## config.mk

```make
export PLATFORM = sky130hd
export DESIGN_NAME = onchip_mem_block_reader_flat
export DESIGN_NICKNAME = d
export VERILOG_FILES = /design/src/rtl/onchip_mem_block_reader_if.sv /design/src/rtl/onchip_mem_block_reader.sv /design/src/flat_wrapper.sv
export SDC_FILE = /design/constraint.sdc
export NUM_CORES = 1
export LEC_CHECK = 0
export CAP_MARGIN = 20
export CORE_UTILIZATION = 32
export DETAILED_ROUTE_END_ITERATION = 8
export SLEW_MARGIN = 20
export SYNTH_ARGS = -nofsm -noshare
export SYNTH_HDL_FRONTEND = slang
export SYNTH_SLANG_ARGS = --single-unit
```

## constraint.sdc

```tcl
create_clock -name clk -period 4.56 [get_ports clk]
set_clock_uncertainty 0.1 [all_clocks]
set_input_delay 0.912 -clock clk [delete_from_list [all_inputs] [get_ports clk]]
set_output_delay 0.912 -clock clk [all_outputs]
set_load 0.1 [all_outputs]
```

## src/rtl/onchip_mem_block_reader_if.sv

```systemverilog
// Bus bundle for the block reader: Avalon-MM read port toward the on-chip RAM
// and the outgoing valid/ready word stream.
interface onchip_mem_block_reader_if #(
    parameter int ADDR_W = 10
);
    logic [ADDR_W-1:0] m_address;
    logic              m_chipselect;
    logic              m_write;
    logic [3:0]        m_byteenable;
    logic              m_clken;
    logic [31:0]       m_readdata;
    logic [31:0]       st_data;
    logic              st_valid;
    logic              st_ready;
    logic              st_last;

    modport master (
        output m_address, m_chipselect, m_write, m_byteenable, m_clken,
        input  m_readdata,
        output st_data, st_valid, st_last,
        input  st_ready
    );

    modport slave (
        input  m_address, m_chipselect, m_write, m_byteenable, m_clken,
        output m_readdata,
        input  st_data, st_valid, st_last,
        output st_ready
    );
endinterface

```

## src/rtl/onchip_mem_block_reader.sv

```systemverilog
// Drains a contiguous block of 32-bit words from a 1-cycle-latency on-chip RAM
// and replays it as a valid/ready stream with a last-word flag.
module onchip_mem_block_reader #(
    parameter int ADDR_W     = 10,
    parameter int FIFO_DEPTH = 4
) (
    input  logic              clk,
    input  logic              reset_n,
    input  logic              start,
    input  logic [ADDR_W-1:0] base_addr,
    input  logic [ADDR_W:0]   word_count,
    output logic              busy,
    output logic              done,
    onchip_mem_block_reader_if.master bus
);
    localparam int PTR_W = (FIFO_DEPTH > 1) ? $clog2(FIFO_DEPTH) : 1;
    localparam int OCC_W = $clog2(FIFO_DEPTH + 1);
    localparam logic [ADDR_W:0]  MAX_WORDS = {1'b1, {ADDR_W{1'b0}}};
    localparam logic [ADDR_W:0]  ONE_WORD  = {{ADDR_W{1'b0}}, 1'b1};
    localparam logic [OCC_W:0]   DEPTH_LIM = (OCC_W + 1)'(FIFO_DEPTH);
    localparam logic [PTR_W-1:0] PTR_LAST  = PTR_W'(FIFO_DEPTH - 1);

    typedef enum logic [1:0] {
        S_IDLE,
        S_FETCH,
        S_DRAIN,
        S_DONE
    } state_t;

    state_t            state_reg;
    logic              busy_reg;
    logic              done_reg;
    logic              cs_reg;
    logic              cs_last_reg;
    logic [ADDR_W-1:0] addr_reg;
    logic [ADDR_W-1:0] next_addr_reg;
    logic [ADDR_W:0]   left_reg;

    logic              rdv_reg;
    logic              rdv_last_reg;
    logic [PTR_W-1:0]  wr_ptr_reg;
    logic [PTR_W-1:0]  rd_ptr_reg;
    logic [OCC_W-1:0]  occ_reg;
    logic [OCC_W-1:0]  occ_next;

    logic [32:0]       fifo_mem [FIFO_DEPTH];
    logic [32:0]       head;
    logic              push;
    logic              pop;
    logic              room;
    logic [ADDR_W:0]   count_clamped;

    function automatic logic [PTR_W-1:0] ptr_inc(input logic [PTR_W-1:0] p);
        return (p == PTR_LAST) ? '0 : p + 1'b1;
    endfunction

    assign count_clamped = (word_count > MAX_WORDS) ? MAX_WORDS : word_count;

    assign push = rdv_reg;
    assign pop  = bus.st_valid & bus.st_ready;

    always_comb begin
        occ_next = occ_reg;
        case ({push, pop})
            2'b10:   occ_next = occ_reg + 1'b1;
            2'b01:   occ_next = occ_reg - 1'b1;
            default: occ_next = occ_reg;
        endcase
    end

    // The strobe being registered now returns two edges later; the read that is
    // currently strobed is the one that will be in flight next cycle. The pop of
    // the upcoming cycle is deliberately not credited.
    assign room = ({1'b0, occ_next} + {{OCC_W{1'b0}}, cs_reg}) < DEPTH_LIM;

    always_ff @(posedge clk or negedge reset_n) begin
        if (!reset_n) begin
            state_reg     <= S_IDLE;
            busy_reg      <= 1'b0;
            done_reg      <= 1'b0;
            cs_reg        <= 1'b0;
            cs_last_reg   <= 1'b0;
            addr_reg      <= '0;
            next_addr_reg <= '0;
            left_reg      <= '0;
        end else begin
            cs_reg      <= 1'b0;
            cs_last_reg <= 1'b0;
            done_reg    <= 1'b0;
            case (state_reg)
                S_IDLE: begin
                    if (start) begin
                        busy_reg <= 1'b1;
                        if (count_clamped == '0) begin
                            state_reg <= S_DONE;
                            done_reg  <= 1'b1;
                        end else begin
                            cs_reg        <= 1'b1;
                            cs_last_reg   <= (count_clamped == ONE_WORD);
                            addr_reg      <= base_addr;
                            next_addr_reg <= base_addr + 1'b1;
                            left_reg      <= count_clamped - 1'b1;
                            state_reg     <= (count_clamped == ONE_WORD) ? S_DRAIN : S_FETCH;
                        end
                    end
                end
                S_FETCH: begin
                    if (room) begin
                        cs_reg        <= 1'b1;
                        cs_last_reg   <= (left_reg == ONE_WORD);
                        addr_reg      <= next_addr_reg;
                        next_addr_reg <= next_addr_reg + 1'b1;
                        left_reg      <= left_reg - 1'b1;
                        if (left_reg == ONE_WORD) begin
                            state_reg <= S_DRAIN;
                        end
                    end
                end
                S_DRAIN: begin
                    if (occ_reg == '0 && !rdv_reg && !cs_reg) begin
                        state_reg <= S_DONE;
                        done_reg  <= 1'b1;
                    end
                end
                S_DONE: begin
                    state_reg <= S_IDLE;
                    busy_reg  <= 1'b0;
                end
                default: begin
                    state_reg <= S_IDLE;
                    busy_reg  <= 1'b0;
                end
            endcase
        end
    end

    // Read-return pipeline and FIFO bookkeeping; reset drops any in-flight word.
    always_ff @(posedge clk or negedge reset_n) begin
        if (!reset_n) begin
            rdv_reg      <= 1'b0;
            rdv_last_reg <= 1'b0;
            wr_ptr_reg   <= '0;
            rd_ptr_reg   <= '0;
            occ_reg      <= '0;
        end else begin
            rdv_reg      <= cs_reg;
            rdv_last_reg <= cs_last_reg;
            if (push) begin
                wr_ptr_reg <= ptr_inc(wr_ptr_reg);
            end
            if (pop) begin
                rd_ptr_reg <= ptr_inc(rd_ptr_reg);
            end
            occ_reg <= occ_next;
        end
    end

    genvar gi;
    generate
        for (gi = 0; gi < FIFO_DEPTH; gi++) begin : g_entry
            logic [32:0] entry_reg;
            always_ff @(posedge clk) begin
                if (push && wr_ptr_reg == PTR_W'(gi)) begin
                    entry_reg <= {rdv_last_reg, bus.m_readdata};
                end
            end
            assign fifo_mem[gi] = entry_reg;
        end
    endgenerate

    assign head = fifo_mem[rd_ptr_reg];

    // Storage is not reset, so the stream fields are gated to read zero when empty.
    assign bus.st_valid = (occ_reg != '0);
    assign bus.st_data  = bus.st_valid ? head[31:0] : 32'h0;
    assign bus.st_last  = bus.st_valid & head[32];

    assign bus.m_address    = addr_reg;
    assign bus.m_chipselect = cs_reg;
    assign bus.m_write      = 1'b0;
    assign bus.m_byteenable = 4'hF;
    assign bus.m_clken      = 1'b1;

    assign busy = busy_reg;
    assign done = done_reg;
endmodule

```

## src/flat_wrapper.sv

```systemverilog
// flat-port wrapper written by rule: the top's interface ports become plain ports
module onchip_mem_block_reader_flat 
#(
    parameter int ADDR_W     = 10,
    parameter int FIFO_DEPTH = 4
)
  (clk, reset_n, start, base_addr, word_count, busy, done, bus_m_address, bus_m_chipselect, bus_m_write, bus_m_byteenable, bus_m_clken, bus_m_readdata, bus_st_data, bus_st_valid, bus_st_last, bus_st_ready);
  onchip_mem_block_reader_if #(.ADDR_W(ADDR_W)) bus_i ();
  input  logic clk;
  input  logic reset_n;
  input  logic start;
  input  logic [ADDR_W-1:0] base_addr;
  input  logic [ADDR_W:0] word_count;
  output logic busy;
  output logic done;
  output wire logic [$bits(bus_i.m_address)-1:0] bus_m_address;
  output wire logic [$bits(bus_i.m_chipselect)-1:0] bus_m_chipselect;
  output wire logic [$bits(bus_i.m_write)-1:0] bus_m_write;
  output wire logic [$bits(bus_i.m_byteenable)-1:0] bus_m_byteenable;
  output wire logic [$bits(bus_i.m_clken)-1:0] bus_m_clken;
  input wire logic [$bits(bus_i.m_readdata)-1:0] bus_m_readdata;
  output wire logic [$bits(bus_i.st_data)-1:0] bus_st_data;
  output wire logic [$bits(bus_i.st_valid)-1:0] bus_st_valid;
  output wire logic [$bits(bus_i.st_last)-1:0] bus_st_last;
  input wire logic [$bits(bus_i.st_ready)-1:0] bus_st_ready;
  assign bus_m_address = bus_i.m_address;
  assign bus_m_chipselect = bus_i.m_chipselect;
  assign bus_m_write = bus_i.m_write;
  assign bus_m_byteenable = bus_i.m_byteenable;
  assign bus_m_clken = bus_i.m_clken;
  assign bus_i.m_readdata = bus_m_readdata;
  assign bus_st_data = bus_i.st_data;
  assign bus_st_valid = bus_i.st_valid;
  assign bus_st_last = bus_i.st_last;
  assign bus_i.st_ready = bus_st_ready;
  onchip_mem_block_reader #(.ADDR_W(ADDR_W), .FIFO_DEPTH(FIFO_DEPTH)) u_core (.clk(clk), .reset_n(reset_n), .start(start), .base_addr(base_addr), .word_count(word_count), .busy(busy), .done(done), .bus(bus_i));
endmodule
```

==> results.md, run 1 <==
* CP max FO at 19
* CP Launch Type: flip-flop
* Post-synth EDFFs at 132
* Largest net degree at the start of global routing at 47
* CTS H-tree depth at 4
* Crit-path most repeated cell: buf_4
* Reg area at 5120 sq um
* Fill count at 2376
* Gpl congestion at 0.796
* RSZ-0062 raised after global routing: no
* DRT Pass-1 Iters at 6
* Max-capacitance violation count at 0
* # diodes at 0
* Post-Route WL at 17700 microns
* Commonest cells after routing, fill and taps aside: 132 x edfxtp_1, 68 x clkdlybuf4s50_1, 51 x buf_4
* Post-CTS Setup Bufs at 0
* Clock Latency Late Sink at 0.43 ns
* Hold_sp: u_core.cs_last_reg
* TritonCTS clock tree: done
* Syn avg cell area at 14.3 sq um
* Hold path cells at 0
* Slew Viols, Final at 0
* Post-route cell area at 10200 sq um
* First-pass GRT wire length at 28000 microns
* Die W at 163 microns
* Prevailing post-synth register cell: edfxtp_1
* Max reg flops at 132
* DR WL/cell at 17.2 microns
* Ys Warns at 0
* Critical path, cell by cell: buf_4, mux4_2, and2_1, buf_4
* Slew HR at 25.7%
* Tightest Pin Transition at 1.11 ns
* Cell Area, Synth at 8290 sq um
* Hold Path Class: reg2reg
* Final worst setup slack at 1.05 ns
* Required time of the worst setup path at 3.55 ns
* Die extent in y at 163 microns
* CTS Root Cell: clkbuf_16
* WP data arrival at 2.50 ns
* Overflow left after global routing at 0
* Post-route ant nets at 0
* Most common cell after layout, fill and taps aside: edfxtp_1
* Largest stage delay, worst path at 0.80 ns
* Placed Area at 9590 sq um
* IO Count at 110
* Sequential area share after synthesis at 61.7%
* Fin nets at 759
* Post-DP HPWL at 11700 microns
* Critical path's slowest cell: dfrtp_2
* Layout cells sized above 1 at 20.8%
* R2r endpoint: u_core.next_addr_reg[8]
* Syn-to-layout area delta at 22.8%
* Area of the multi-input gates at 2870 sq um
* Endpoints failing hold at 0
* Port Buf Inserts at 103
* Hold-fix buffers, CTS at 0
* Worst slack at placement at 0.668 ns
* Synthesized instance count at 579
* Vias in the first global route at 5175
* Clock slew at reported path FFs at 0.07 ns
* # DRC at 0
* CTS Buf Count at 17
* Drt via density at 4.99
* R2r startpoint: u_core.state_reg[1]
* CTS Buffer Depth at 2
* CP Class: reg2out
* Ys async rst share at 25.8%
* Setup violators final at 0
* GRT Total Usage at 13.8%
* Iteration-0 DRC Markers at 369
* Setup slack, reg-to-reg at 1.32 ns
* Final Cycle Share at 77.0%
* Final cell count without fillers at 1028
* Reg2Reg Depth at 9
* Vias at 5125
* Synth Register Bits at 178
* Fmax at 285 MHz
* Setup crit end kind: primary output
* Core area at 25300 sq um
* Status: complete, no violations
* Initial Utilization at 32.7%
* Antenna violations before repair at 0
* PostCTS Resize Cnt at 0
* Total negative slack at 0 ns
* Post-layout minimum cycle time at 3.51 ns
* Die area at 26500 sq um
* Hold endpoint: u_core.rdv_last_reg
* Distinct cells, synth at 66
* Placed Cells at 996
* Clock tree sinks at 178
* Rows at 58
-- cell families (layout without fill, tap and decap cells) --
kind of cell	Yosys count	in the layout	synth area share, %
flops	178	178	61.7
simple gates	152	152	10.2
compound gates	97	97	8.67
buf+inv	69	184	3.97
mux	51	51	11.3
fa+ha+maj	17	17	2.66
xor+xnor	13	13	1.37
other cells	2	6	0.0906
-- area by class of cell --
class,instances,share of cell area [%]
repair buffers,120,10.5
clock inverters,15,1.59
flip-flops and latches,178,50.3
clock buffers,17,4.18
well taps,330,4.06
multi-input cells,336,28.2
inverters,32,1.18
-- metrics by stage --
stage | hold WS, ns | utilization, %
after floorplan | 0.231 | -
after global placement | 0.266 | 37.9
after detailed placement | 0.263 | 37.9
after CTS | 0.284 | 40.2
after global routing | 0.288 | 40.2
final | 0.280 | 40.2
-- cells in the mapped netlist, drive strengths merged (3+ instances only) --
cell type | count | area (sq um)
mux4 | 33 | 743
nor2 | 13 | 51.3
o31ai | 11 | 82.6
clkbuf | 16 | 60.1
nor3 | 12 | 60.1
xnor2 | 5 | 43.8
inv | 32 | 120
and2 | 37 | 231
xor2 | 8 | 70.1
or4 | 3 | 22.5
mux2 | 11 | 124
nand3 | 16 | 80.1
mux2i | 7 | 70.1
nand2b | 6 | 37.5
o21ai | 34 | 170
or3 | 5 | 31.3
a221oi | 10 | 125
ha | 16 | 200
edfxtp | 132 | 3960
nand3b | 4 | 30.0
buf | 21 | 149
a21o | 6 | 45.0
a21oi | 5 | 25.0
a211oi | 3 | 22.5
dfrtp | 46 | 1150
and3 | 3 | 18.8
nand4 | 4 | 25.0
or2 | 5 | 31.3
nor4 | 3 | 33.8
nand2 | 32 | 120
-- layer usage --
layer,wire length (microns),part of all wire (%),global-route usage [%],vias up
li1,-,-,-,2409
met1,8190,46,18.4,2555
met2,8400,48,22.7,149
met3,926,5.2,3.06,12
met4,144,0.82,3.74,0
met5,0,0,0,-
-- worst max-delay path by stage --
| stage | startpoint | endpoint | depth (start not counted) |
|---|---|---|---|
| 2_1_floorplan | u_core.occ_reg[0] | bus_st_data[22] | 4 |
| 3_3_place_gp | bus_st_ready | u_core.left_reg[3] | 12 |
| 3_5_place_dp | bus_st_ready | u_core.left_reg[8] | 12 |
| 4_1_cts | u_core.rd_ptr_reg[0] | bus_st_data[16] | 4 |
| 5_1_grt | bus_st_ready | u_core.next_addr_reg[8] | 12 |
| 6_report | u_core.rd_ptr_reg[0] | bus_st_data[15] | 4 |
-- critical path: cells and delay by family, from the launching register on --
family | cells | cell delay, ns
flip-flops | 1 | 0.80
multiplexers | 1 | 0.51
AND/OR/NAND/NOR | 1 | 0.18
buffers and inverters | 2 | 0.57
Power of run 1 is not shown: default switching activity piles up to over one toggle a cycle in this logic, so the estimate is an artifact.
==> inputs of run 2 (changes only) <==
==> constraint.sdc (replaced) <==
create_clock -name clk -period 3.2 [get_ports clk]
set_clock_uncertainty 0.1 [all_clocks]
set_input_delay 0.64 -clock clk [delete_from_list [all_inputs] [get_ports clk]]
set_output_delay 0.64 -clock clk [all_outputs]
set_load 0.1 [all_outputs]
==> run 2 against run 1 <==
  * Global-route usage increased by 0.24 points
  * Register-to-register slack got worse by 1.1 ns
  * Clock-buffer cell count increased by 1
  * Hold slack got worse by 0.21 ns
  * Wire length increased by 0.50%
  * First-iteration DRC count increased by 13%
  * Utilization increased by 2.6 points
  * Die area unchanged
  * Sequential share of layout area decreased by 3.1 points
  * Setup slack got worse by 0.91 ns
  * Via count increased by 1.1%
  * Non-clock buffer count increased by 27
  * Critical endpoint is now u_core.state_reg[1]
==> results.md, run 2 (synthesis results as in run 1) <==
* IO Count at 110 (unchanged)
* Max reg flops at 132 (unchanged)
* Fin nets at 786 (+3.6%)
* Largest net degree at the start of global routing at 44 (-6.4%)
* Status: complete, no violations
* CTS Buf Count at 17 (unchanged)
* First-pass GRT wire length at 28400 microns (+1.6%)
* CP max FO at 4 (-15)
* Met3 usage at 2.95% (-0.10 points)
* Setup crit end kind: flip-flop
* GRT Total Usage at 14.1% (+0.24 points)
* Top Usage Layer GRT: met2
* Rows at 58 (unchanged)
* Drt via density at 4.91 (-1.5%)
* Iteration-0 DRC Markers at 417 (+13%)
* DR WL/cell at 16.8 microns (-2.1%)
* Reg area at 5120 sq um (unchanged)
* TritonCTS clock tree: done
* Overflow left after global routing at 0 (unchanged)
* Endpoints failing hold at 0 (unchanged)
* Core area at 25300 sq um (unchanged)
* Required time of the worst setup path at 3.41 ns (-0.14 ns)
* Clock Latency Late Sink at 0.43 ns (about the same)
* Slew HR at 44.9% (+19 points)
* Clock slew at reported path FFs at 0.07 ns (about the same)
* Die W at 163 microns (unchanged)
* CTS Buffer Depth at 2 (unchanged)
* Most common cell after layout, fill and taps aside: edfxtp_1
* Hold Path Class: in2async
* CTS H-tree depth at 4 (unchanged)
* Post-DP HPWL at 11700 microns (-0.31%)
* M2 GR Usage at 22.6% (-0.12 points)
* Clock tree sinks at 178 (unchanged)
* Post-route cell area at 10800 sq um (+6.5%)
* Placed Area at 10200 sq um (+6.5%)
* Die area at 26500 sq um (unchanged)
* Max-capacitance violation count at 0 (unchanged)
* CP Class: in2reg
* DRT Pass-1 Iters at 8 (+2)
* Fill count at 2273 (-4.3%)
* Commonest cells after routing, fill and taps aside: 132 x edfxtp_1, 55 x clkdlybuf4s50_1, 52 x buf_4
* CP Launch Type: primary input
* Slew Viols, Final at 0 (unchanged)
* Area of the multi-input gates at 2890 sq um (+0.78%)
* Post-layout minimum cycle time at 3.06 ns
* Vias at 5180 (+1.1%)
* Gpl congestion at 0.793 (-0.36%)
* Port Buf Inserts at 103 (unchanged)
* Met1 Usage GRT at 19.2% (+0.80 points)
* RSZ-0062 raised after global routing: no
* Die extent in y at 163 microns (unchanged)
* Syn-to-layout area delta at 30.8%
* # DRC at 0 (unchanged)
* Vias in the first global route at 5156 (-0.37%)
* Setup slack, reg-to-reg at 0.20 ns (-1.12 ns)
* Initial Utilization at 32.7% (unchanged)
* # diodes at 0 (unchanged)
* Tightest Pin Transition at 0.825 ns (-0.289 ns)
* Antenna violations before repair at 0 (unchanged)
* Fmax at 327 MHz
* Setup violators final at 0 (unchanged)
* Hold-fix buffers, CTS at 0 (unchanged)
* Final Cycle Share at 95.5%
* Layout cells sized above 1 at 25.7% (+4.9 points)
* WP data arrival at 3.27 ns (+0.77 ns)
* Post-Route WL at 17700 microns (+0.50%)
* Post-route ant nets at 0 (unchanged)
* CTS Root Cell: clkbuf_16
## run 2: cell type report
type	count	area share, %
Clock buffer	18	3.96
Clock inverter	14	1.44
Inverter	32	1.11
Multi-Input combinational cell	336	26.7
Sequential cell	178	47.2
Tap cell	330	3.81
Timing Repair Buffer	147	15.8
## run 2: worst max-delay path, stage by stage
cell	delay [ns]
clkdlybuf4s50_1	0.50
nand2_1	0.08
inv_1	0.06
ha_1	0.16
inv_1	0.05
fa_1	0.37
xor2_1	0.16
or3_1	0.38
buf_4	0.17
a41oi_1	0.17
a221o_1	0.18
mux2_2	0.35
## run 2: through the flow
stage / TNS (ns) / util (%) / hold WS (ns) / cells / setup WS, ns
after global routing: 0 / 42.8 / 0.0872 / 1055 / 0.00816
after CTS: 0 / 42.6 / 0.0585 / 1054 / 0.103
after floorplan: 0 / - / 0.231 / 583 / 0.0206
after detailed placement: -7.29 / 40.3 / 0.236 / 1022 / -0.319
final: 0 / 42.8 / 0.0743 / 1055 / 0.143
after global placement: -7.05 / 40.3 / 0.236 / 1022 / -0.319
## run 2: routing by layer
metal,part of all wire (%),vias to the layer above,routed length (microns)
met1,47,2536,8320
met4,1.0,0,178
met2,47,162,8410
met5,0,-,0
li1,-,2465,-
met3,4.7,17,831
## run 2: worst paths after layout
kind                                    start                       to  depth (start not counted)
max                              bus_st_ready      u_core.state_reg[1]                         12
min                                   reset_n  u_core.next_addr_reg[6]                          1
max reg2reg                 u_core.occ_reg[1]      u_core.state_reg[1]                         12
min reg2reg                u_core.cs_last_reg      u_core.rdv_last_reg                          0
max in group asynchronous             reset_n              u_core.push                          2
min in group clk           u_core.cs_last_reg      u_core.rdv_last_reg                          0
## run 2: timing repair
item,CTS,global route
buffers inserted,0,1
setup endpoints to repair,0,14
resized for setup,0,6
Power of run 2 is left out for the same reason.
